[config.mk]
export PLATFORM = sky130hd
export DESIGN_NAME = apb_master_arbiter
export DESIGN_NICKNAME = d
export VERILOG_FILES = /design/src/rtl/apb_master_arbiter.sv
export SDC_FILE = /design/constraint.sdc
export NUM_CORES = 1
export LEC_CHECK = 0
export ABC_AREA = 1
export BUFFER_PORTS_ARGS = -buffer_cell sky130_fd_sc_hd__buf_4
export CAP_MARGIN = 20
export CORE_UTILIZATION = 38
export CTS_CLUSTER_DIAMETER = 100
export DETAILED_ROUTE_END_ITERATION = 7
export GPL_ROUTABILITY_DRIVEN = 1
export GPL_TIMING_DRIVEN = 1
export PLACE_DENSITY = 0.78
export SYNTH_ARGS = -nofsm -noshare
export SYNTH_HDL_FRONTEND = slang
export SYNTH_SLANG_ARGS = --single-unit
[constraint.sdc]
create_clock -name PCLK -period 1.2 [get_ports PCLK]
set_clock_uncertainty 0.1 [all_clocks]
set_input_delay 0.06 -clock PCLK [delete_from_list [all_inputs] [get_ports PCLK]]
set_output_delay 0.06 -clock PCLK [all_outputs]
set_load 0.1 [all_outputs]
[src/rtl/apb_master_arbiter.sv]
// Two-requester APB master with round-robin arbitration (IDLE/SETUP/ACCESS).
// Optional ACCESS-phase timeout abort enabled by defining APB_ARB_TIMEOUT_EN.
module apb_master_arbiter #(
  parameter int unsigned ADDRWIDTH = 16,
  parameter int unsigned TIMEOUT   = 255
) (
  input  logic                 PCLK,
  input  logic                 PRESET,
  input  logic                 req0,
  input  logic [ADDRWIDTH-1:0] addr0,
  input  logic                 write0,
  input  logic [31:0]          wdata0,
  output logic                 done0,
  output logic [31:0]          rdata0,
  output logic                 err0,
  input  logic                 req1,
  input  logic [ADDRWIDTH-1:0] addr1,
  input  logic                 write1,
  input  logic [31:0]          wdata1,
  output logic                 done1,
  output logic [31:0]          rdata1,
  output logic                 err1,
  output logic                 PSEL,
  output logic                 PENABLE,
  output logic [ADDRWIDTH-1:0] PADDR,
  output logic                 PWRITE,
  output logic [31:0]          PWDATA,
  input  logic [31:0]          PRDATA,
  input  logic                 PREADY,
  input  logic                 PSLVERR,
  output logic                 busy
);

  typedef enum logic [1:0] {IDLE, SETUP, ACCESS} state_e;

  state_e                 state_q, state_d;
  logic                   grant_q, grant_d;
  logic                   last_grant_q, last_grant_d;
  logic [ADDRWIDTH-1:0]   paddr_q, paddr_d;
  logic                   pwrite_q, pwrite_d;
  logic [31:0]            pwdata_q, pwdata_d;
  logic                   pick;
  logic                   timeout_hit;
  logic                   xfer_end;

`ifdef APB_ARB_TIMEOUT_EN
  localparam int unsigned CW = $clog2(TIMEOUT + 1);
  logic [CW-1:0] cnt_q, cnt_d;

  // cnt_q holds the number of earlier stalled ACCESS cycles, so the abort lands on cycle TIMEOUT.
  assign timeout_hit = (state_q == ACCESS) && !PREADY && (cnt_q == CW'(TIMEOUT - 1));

  always_comb begin
    cnt_d = cnt_q;
    if (state_d == SETUP) begin
      cnt_d = '0;
    end else if ((state_q == ACCESS) && !PREADY) begin
      cnt_d = cnt_q + 1'b1;
    end
  end

  always_ff @(posedge PCLK) begin
    if (PRESET) begin
      cnt_q <= '0;
    end else begin
      cnt_q <= cnt_d;
    end
  end
`else
  logic unused_timeout;
  assign unused_timeout = (TIMEOUT == 0);
  assign timeout_hit    = 1'b0;
`endif

  always_comb begin
    state_d      = state_q;
    grant_d      = grant_q;
    last_grant_d = last_grant_q;
    paddr_d      = paddr_q;
    pwrite_d     = pwrite_q;
    pwdata_d     = pwdata_q;
    pick         = (req0 && req1) ? ~last_grant_q : req1;
    case (state_q)
      IDLE: begin
        if (req0 || req1) begin
          grant_d      = pick;
          last_grant_d = pick;
          paddr_d      = pick ? addr1  : addr0;
          pwrite_d     = pick ? write1 : write0;
          pwdata_d     = pick ? wdata1 : wdata0;
          state_d      = SETUP;
        end
      end
      SETUP:  state_d = ACCESS;
      ACCESS: if (PREADY || timeout_hit) state_d = IDLE;
      default: state_d = IDLE;
    endcase
  end

  always_ff @(posedge PCLK) begin
    if (PRESET) begin
      state_q      <= IDLE;
      grant_q      <= 1'b0;
      last_grant_q <= 1'b1;
      paddr_q      <= '0;
      pwrite_q     <= 1'b0;
      pwdata_q     <= '0;
    end else begin
      state_q      <= state_d;
      grant_q      <= grant_d;
      last_grant_q <= last_grant_d;
      paddr_q      <= paddr_d;
      pwrite_q     <= pwrite_d;
      pwdata_q     <= pwdata_d;
    end
  end

  assign PSEL     = (state_q != IDLE);
  assign PENABLE  = (state_q == ACCESS);
  assign busy     = PSEL;
  assign PADDR    = paddr_q;
  assign PWRITE   = pwrite_q;
  assign PWDATA   = pwdata_q;

  assign xfer_end = (state_q == ACCESS) && (PREADY || timeout_hit);
  assign done0    = xfer_end && !grant_q;
  assign done1    = xfer_end &&  grant_q;
  assign rdata0   = timeout_hit ? '0 : PRDATA;
  assign rdata1   = timeout_hit ? '0 : PRDATA;
  assign err0     = done0 && (PSLVERR || timeout_hit);
  assign err1     = done1 && (PSLVERR || timeout_hit);

endmodule

==> results of run 1 <==
[kinds of logic (layout without fill, tap and decap cells)]
group | count (synthesis) | count (layout)
DFF | 53 | 53
buffers and inverters | 155 | 257
AOI/OAI and AO/OA | 51 | 51
and+or+nand+nor | 313 | 313
[per-layer routing]
metal | up-vias | share of wire | GRT usage | wire length [µm]
met5 | - | 0 | 0 | 0
met4 | 0 | 0.021 | 0.06544 | 197
met3 | 22 | 0.053 | 0.03901 | 504
met2 | 107 | 0.52 | 0.3685 | 4955
met1 | 1560 | 0.41 | 0.2083 | 3928
li1 | 1875 | - | - | -
[flip-flops by register name (all words and copies together) (netlist names)]
signal	flops
grant_q	1
PWDATA	32
last_grant_q	1
PWRITE	1
PADDR	16
state_q	2
[cell type report]
type | count | area (µm²)
fill | 867 | 4215
timing repair buffer | 195 | 1769
multi-input combinational | 364 | 1720
sequential | 53 | 1066
inverter | 54 | 202.7
tap | 111 | 138.9
clock buffer | 7 | 76.32
clock inverter | 1 | 7.507
[critical path, stage by stage, from the launching register on]
cell and delay, ns:
dfxtp_2 0.36, inv_2 0.05, nor2_4 0.11, nand2_4 0.11, nor3_4 0.21, buf_12 0.20
[through the flow]
stage                       util  cell area, µm²  total power [µW]
final                     0.5416            4981              7082
after global routing      0.5416            4981              7484
after CTS                 0.5371            4940              7091
after detailed placement  0.4898            4504              5892
after global placement    0.4898            4504              5830
after floorplan                -            3631              5949
[power groups by stage]
stage               registers, µW  logic, µW  clock network, µW
floorplan                    3770       2180                  0
global placement             2160       3670                  0
detailed placement           2180       3710                  0
CTS                          2140       3930               1020
global route                 2170       4220               1100
finish                       2140       3960                982
[cell usage after synthesis (3+ instances only)]
| cell | count |
|---|---|
| nand2_1 | 152 |
| nor2_1 | 105 |
| buf_4 | 69 |
| inv_1 | 54 |
| dfxtp_1 | 53 |
| nand3_1 | 51 |
| a21boi_0 | 37 |
| buf_2 | 15 |
| a21boi_1 | 12 |
| clkbuf_1 | 11 |
| buf_1 | 3 |
| buf_6 | 3 |
| nor3_1 | 3 |
[path summary, 6_finish.rpt]
check	cells past startpoint	to	startpoint	slack (ns)
hold / removal	5	PWDATA[23]	wdata1[23]	0.006
setup / recovery	5	err0	state_q[1]	-0.30
hold reg to reg	2	last_grant_q	last_grant_q	0.39
setup reg to reg	9	PWDATA[4]	state_q[1]	-0.27
[timing repair]
action	CTS	global route
endpoints found under the setup margin	57	58
endpoints found under the hold margin	18	0
hold buffers	16	0
pin swaps	4	3
gates resized for setup	29	5
gates cloned	2	0
buffers inserted	3	2
==> impl_table.tex, run 1 <==
\begin{tabular}{lr}
\hline
Metric & Value \\
\hline
\multicolumn{2}{l}{\textbf{Finish}} \\
\quad Layout area overhead & 39.24\% \\
\quad Final-stage net count & 809 \\
\quad Number of standard cells in the final layout excluding fillers & 785 \\
\quad Commonest cells after routing, fill and taps aside & buf\_4 (158), nand2\_1 (147), nor2\_1 (99) \\
\quad Most common library cell in the layout ignoring fill and taps & buf\_4 \\
\quad Ant. Diodes & 0 \\
\quad Fraction of final layout cells sized beyond drive strength 1 & 0.3042 \\
\multicolumn{2}{l}{\textbf{Floorplanning}} \\
\quad Starting density of the core & 0.3890 \\
\quad Floorplan die width & 99.03 µm \\
\quad Placeable core region & 9196 µm² \\
\quad Die Ht & 99.03 µm \\
\quad Die ar. & 9806 µm² \\
\quad I/O pin count & 256 \\
\quad Placement row count & 35 \\
\multicolumn{2}{l}{\textbf{Setup path}} \\
\quad Signal arrival time at the worst endpoint & 1.34 ns \\
\quad Worst Setup Start Kind & register \\
\quad Worst Setup End Kind & primary output \\
\quad Required arrival time at the worst endpoint & 1.04 ns \\
\quad Crit path kind & reg2out \\
\quad Largest fanout on the critical path & 4 \\
\multicolumn{2}{l}{\textbf{Route}} \\
\quad Number of detailed-routing iterations run before antenna repair & 4 \\
\quad Average wire length per cell after detail routing & 12.21 µm \\
\quad DRC violation total after the first TritonRoute iteration & 68 \\
\quad Vias post-DR & 3,564 \\
\quad Count of antenna-violating nets left after detailed routing & 0 \\
\quad Total Wirelength & 9585 µm \\
\quad Mean number of vias per cell & 4.540 \\
\quad Remaining DRCs & 0 \\
\multicolumn{2}{l}{\textbf{Placement}} \\
\quad HPWL after detailed placement & 6631 µm \\
\quad Routability-driven placement congestion ratio & 0.7705 \\
\quad Worst slack at placement & -0.1158 ns \\
\quad Buffers added on ports & 159 \\
\quad Placed Cells incl. Taps & 754 \\
\multicolumn{2}{l}{\textbf{Clocking}} \\
\quad Root Buffer & clkbuf\_8 \\
\quad Max Buffers Root-to-Sink & 2 \\
\quad Total CTS buffers & 5 \\
\quad Clock transition time at the flip-flop clock pins of the worst setup and hold paths & 0.10 ns \\
\quad Clock tree from TritonCTS & built \\
\quad Latest clock arrival within the worst-skew pair & 0.30 ns \\
\quad Number of H-tree levels & 2 \\
\quad Sink count of the clock tree & 53 \\
\multicolumn{2}{l}{\textbf{STA}} \\
\quad Crit share post-route & 1.248 \\
\quad Final-layout setup total negative slack & -12.42 ns \\
\quad Worst-Margin Slew & 0.3562 ns \\
\quad Hold Slack & 0.006121 ns \\
\quad Setup repair after global routing missed its margin & true \\
\quad Normalized max-slew margin & 0.7625 \\
\quad Achievable clock frequency & 0.6680 GHz \\
\quad Minimum clock period after layout & 1.497 ns \\
\quad Pins Over Slew Limit & 0 \\
\quad Worst Setup Slack, final & -0.2971 ns \\
\quad Final hold violation count & 0 \\
\quad Setup violations, final & 58 \\
\multicolumn{2}{l}{\textbf{Logic synthesis}} \\
\quad Dominant combinational cell family by area after synthesis & simple AND/OR/NAND/NOR gates \\
\quad Fraction of the mapped netlist area in simple logic gates & 0.3501 \\
\quad Post-synth EDFFs & 0 \\
\quad Register area share after synthesis & 0.2966 \\
\quad Compound-cell area share of the yosys netlist & 0.1067 \\
\quad Arithmetic-cell share of the synthesized area counting full adders, half adders and majority gates & 0 \\
\quad Number of distinct library cells after synthesis & 17 \\
\quad FF+latch count, synth & 53 \\
\quad Predominant post-synthesis flop cell & dfxtp\_1 \\
\quad Proportion of synthesized area in mux cells & 0 \\
\quad Ranking of synthesized cells by area & dfxtp\_1 (30\%), nand2\_1 (16\%), buf\_4 (14\%), nor2\_1 (11\%), a21boi\_0 (7.8\%) \\
\quad Library cell with the largest summed area after synthesis & dfxtp\_1 \\
\quad Synth top area share & 0.2966 \\
\quad Share of synthesized registers carrying an async set or reset & 0 \\
\quad Post-synth net total & 708 \\
\quad Post-synth design cell area & 3577 µm² \\
\quad Post-Synthesis Mean Instance Area & 6.254 µm² \\
\quad Warnings, synthesis & 0 \\
\quad Syn Inst Count & 572 \\
\quad Share of the synthesized netlist area taken by xor and xnor gates & 0 \\
\multicolumn{2}{l}{\textbf{Power and ir drop}} \\
\quad Maximum vdd drop & 0.7161 mV \\
\quad Power Internal & 3627 µW \\
\quad Net switching fraction of the power & 0.4878 \\
\quad Reported net switching power & 3455 µW \\
\quad Power per cell area & 1422 nW/µm² \\
\quad Leakage & 0.002565 µW \\
\quad Logic pwr share & 0.559 \\
\quad Clock network power share & 0.139 \\
\quad Sequential Power Share & 0.302 \\
\multicolumn{2}{l}{\textbf{Global routing}} \\
\quad GR Util All Layers & 0.1923 \\
\quad Wire length of the first global-routing pass & 15,410 µm \\
\quad Initial antenna violation count & 0 \\
\quad Vias in the first global route & 3,445 \\
\quad Total congestion overflow & 0 \\
\quad Maximum number of pins on one net before global-route repair & 60 \\
\multicolumn{2}{l}{\textbf{Run status}} \\
\quad Failing checks & setup timing \\
\quad Result of the run & complete, but fails checks \\
\multicolumn{2}{l}{\textbf{Hold path}} \\
\quad Type of the worst min-delay path & in2reg \\
\multicolumn{2}{l}{\textbf{Flow run}} \\
\quad Reported max-cap violation count & 0 \\
\hline
\end{tabular}
(Power assumes the default switching activity.)
==> run 2, diff against run 1 <==
- BUFFER_PORTS_ARGS: -buffer_cell sky130_fd_sc_hd__buf_4 -> -buffer_cell sky130_fd_sc_hd__buf_2
==> run 2 against run 1 <==
  * The run still ends with setup timing left
  * Wire length rose by 6.8%
  * Worst hold slack improved by 0.00063 ns
  * Critical endpoint unchanged
  * Clock power rose by 11%
  * Via count rose by 3.8%
  * Non-clock buffer count rose by 28
  * Final area rose by 14%
  * Critical path depth did not move
  * Combinational power rose by 19%
==> impl_table.tex, run 2 (synthesized netlist as in run 1, its figures left out) <==
\begin{tabular}{lr}
\hline
Metric & Value \\
\hline
\multicolumn{2}{l}{\textbf{Clocking}} \\
\quad Total CTS buffers & 5 (unchanged) \\
\quad Clock transition time at the flip-flop clock pins of the worst setup and hold paths & 0.10 ns (about the same) \\
\quad Clock tree from TritonCTS & built (unchanged) \\
\quad Max Buffers Root-to-Sink & 2 (unchanged) \\
\quad Root Buffer & clkbuf\_8 (unchanged) \\
\quad Latest clock arrival within the worst-skew pair & 0.30 ns (about the same) \\
\quad Sink count of the clock tree & 53 (unchanged) \\
\quad Number of H-tree levels & 2 (unchanged) \\
\multicolumn{2}{l}{\textbf{Floorplanning}} \\
\quad Die ar. & 9806 µm² (unchanged) \\
\quad Starting density of the core & 0.3890 (unchanged) \\
\quad Die Ht & 99.03 µm (unchanged) \\
\quad Placeable core region & 9196 µm² (unchanged) \\
\quad Placement row count & 35 (unchanged) \\
\quad Floorplan die width & 99.03 µm (unchanged) \\
\quad I/O pin count & 256 (unchanged) \\
\multicolumn{2}{l}{\textbf{STA}} \\
\quad Worst-Margin Slew & 0.3780 ns (was 0.3562 ns) \\
\quad Setup violations, final & 56 (was 58) \\
\quad Final-layout setup total negative slack & -12.14 ns (was -12.42 ns) \\
\quad Crit share post-route & 1.296 (was 1.248) \\
\quad Setup repair after global routing missed its margin & true (unchanged) \\
\quad Hold Slack & 0.006747 ns (was 0.006121 ns) \\
\quad Final hold violation count & 0 (unchanged) \\
\quad Minimum clock period after layout & 1.556 ns (was 1.497 ns) \\
\quad Normalized max-slew margin & 0.7480 (was 0.7625) \\
\quad Pins Over Slew Limit & 0 (unchanged) \\
\quad Achievable clock frequency & 0.6428 GHz (was 0.6680 GHz) \\
\quad Worst Setup Slack, final & -0.3556 ns (was -0.2971 ns) \\
\multicolumn{2}{l}{\textbf{Route}} \\
\quad Remaining DRCs & 0 (unchanged) \\
\quad Mean number of vias per cell & 4.550 (was 4.540) \\
\quad Count of antenna-violating nets left after detailed routing & 0 (unchanged) \\
\quad Total Wirelength & 10,240 µm (was 9585 µm) \\
\quad Average wire length per cell after detail routing & 12.59 µm (was 12.21 µm) \\
\quad Number of detailed-routing iterations run before antenna repair & 4 (unchanged) \\
\quad Vias post-DR & 3,699 (was 3,564) \\
\quad DRC violation total after the first TritonRoute iteration & 73 (was 68) \\
\multicolumn{2}{l}{\textbf{Finish}} \\
\quad Layout area overhead & 59.29\% (was 39.24\%) \\
\quad Commonest cells after routing, fill and taps aside & nand2\_1 (145), buf\_2 (103), nor2\_1 (94) (was buf\_4 (158), nand2\_1 (147), nor2\_1 (99)) \\
\quad Most common library cell in the layout ignoring fill and taps & nand2\_1 (was buf\_4) \\
\quad Final-stage net count & 837 (was 809) \\
\quad Ant. Diodes & 0 (unchanged) \\
\quad Max FFs per register & 32 (unchanged) \\
\quad Number of standard cells in the final layout excluding fillers & 813 (was 785) \\
\quad Fraction of final layout cells sized beyond drive strength 1 & 0.3248 (was 0.3042) \\
\multicolumn{2}{l}{\textbf{Run status}} \\
\quad Result of the run & complete, but fails checks (unchanged) \\
\quad Failing checks & setup timing (unchanged) \\
\multicolumn{2}{l}{\textbf{Placement}} \\
\quad Routability-driven placement congestion ratio & 0.7327 (was 0.7705) \\
\quad Buffers added on ports & 159 (unchanged) \\
\quad Worst slack at placement & -0.08413 ns (was -0.1158 ns) \\
\quad HPWL after detailed placement & 6677 µm (was 6631 µm) \\
\quad Placed Cells incl. Taps & 758 (was 754) \\
\multicolumn{2}{l}{\textbf{Global routing}} \\
\quad GR Util All Layers & 0.2060 (was 0.1923) \\
\quad Vias in the first global route & 3,455 (was 3,445) \\
\quad Initial antenna violation count & 0 (unchanged) \\
\quad Wire length of the first global-routing pass & 16,060 µm (was 15,410 µm) \\
\quad Total congestion overflow & 0 (unchanged) \\
\quad Maximum number of pins on one net before global-route repair & 51 (was 60) \\
\multicolumn{2}{l}{\textbf{Flow run}} \\
\quad Reported max-cap violation count & 0 (unchanged) \\
\multicolumn{2}{l}{\textbf{Power and ir drop}} \\
\quad Maximum vdd drop & 0.6889 mV (was 0.7161 mV) \\
\quad Total chip power & 8047 µW (was 7082 µW) \\
\quad Leakage & 0.002814 µW (was 0.002565 µW) \\
\quad Power per cell area & 1412 nW/µm² (was 1422 nW/µm²) \\
\multicolumn{2}{l}{\textbf{Hold path}} \\
\quad Type of the worst min-delay path & in2reg (unchanged) \\
\multicolumn{2}{l}{\textbf{Setup path}} \\
\quad Worst Setup End Kind & primary output (unchanged) \\
\quad Crit path kind & reg2out (unchanged) \\
\quad Largest fanout on the critical path & 4 (unchanged) \\
\quad Required arrival time at the worst endpoint & 1.04 ns (about the same) \\
\quad Worst Setup Start Kind & register (unchanged) \\
\quad Signal arrival time at the worst endpoint & 1.40 ns (was 1.34 ns) \\
\hline
\end{tabular}
[run 2: changes by cell type in the layout (fill, tap and decap cells not counted), moves of 2 or more]
cell,previous run,this run
clkbuf_1,2,0
dlygate4sd3_1,16,30
buf_4,158,11
buf_2,0,103
buf_6,2,6
nand2_2,3,5
buf_16,1,3
nor2_1,99,94
buf_12,17,70
clkbuf_8,5,7
nand2_1,147,145
nor2_2,4,8
[run 2: power by group]
group	leakage [µW]	switching [µW]	total (µW)	internal [µW]
sequential	0.000441	239	2240	2000
combinational	0.00232	2850	4710	1860
clock	0.0000542	572	1090	523
[run 2: worst max-delay path: stages (launching register included)]
cell and delay, ns:
dfxtp_2 0.34, buf_6 0.11, nor2_4 0.12, nand2_4 0.10, nor3_4 0.22, buf_12 0.20
[run 2: final cells by class]
type	count	area (µm²)
Fill cell	781	3498
Timing Repair Buffer	223	2450
Multi-Input combinational cell	364	1739
Sequential cell	53	1064
Inverter	54	205.2
Tap cell	111	138.9
Clock buffer	7	96.34
Clock inverter	1	5.005
[run 2: repair_timing]
action | in CTS | in global routing
hold endpoints to repair | 30 | 0
hold buffers | 30 | 0
pin swaps | 9 | 10
gates cloned | 5 | 0
setup endpoints to repair | 57 | 57
gates resized for setup | 18 | 18
buffers inserted | 13 | 5
[run 2: layer usage]
layer,vias up,global-route usage,share of wire
met5,-,0,0
met4,0,0.08496,0.032
met3,36,0.05319,0.065
met2,136,0.3852,0.52
met1,1597,0.2181,0.38
li1,1930,-,-
[run 2: metrics by stage]
step                cell area (µm²)    util
floorplan                      3631       -
global placement               4965  0.5399
detailed placement             4965  0.5399
CTS                            5704  0.6203
global route                   5698  0.6196
finish                         5698  0.6196
[run 2: worst paths after layout]
kind | from | endpoint | slack (ns) | depth (start not counted)
setup reg to reg | state_q[0] | PADDR[4] | -0.34 | 10
hold reg to reg | grant_q | grant_q | 0.38 | 2
hold / removal | wdata1[22] | PWDATA[22] | 0.007 | 5
setup / recovery | state_q[0] | err0 | -0.36 | 5
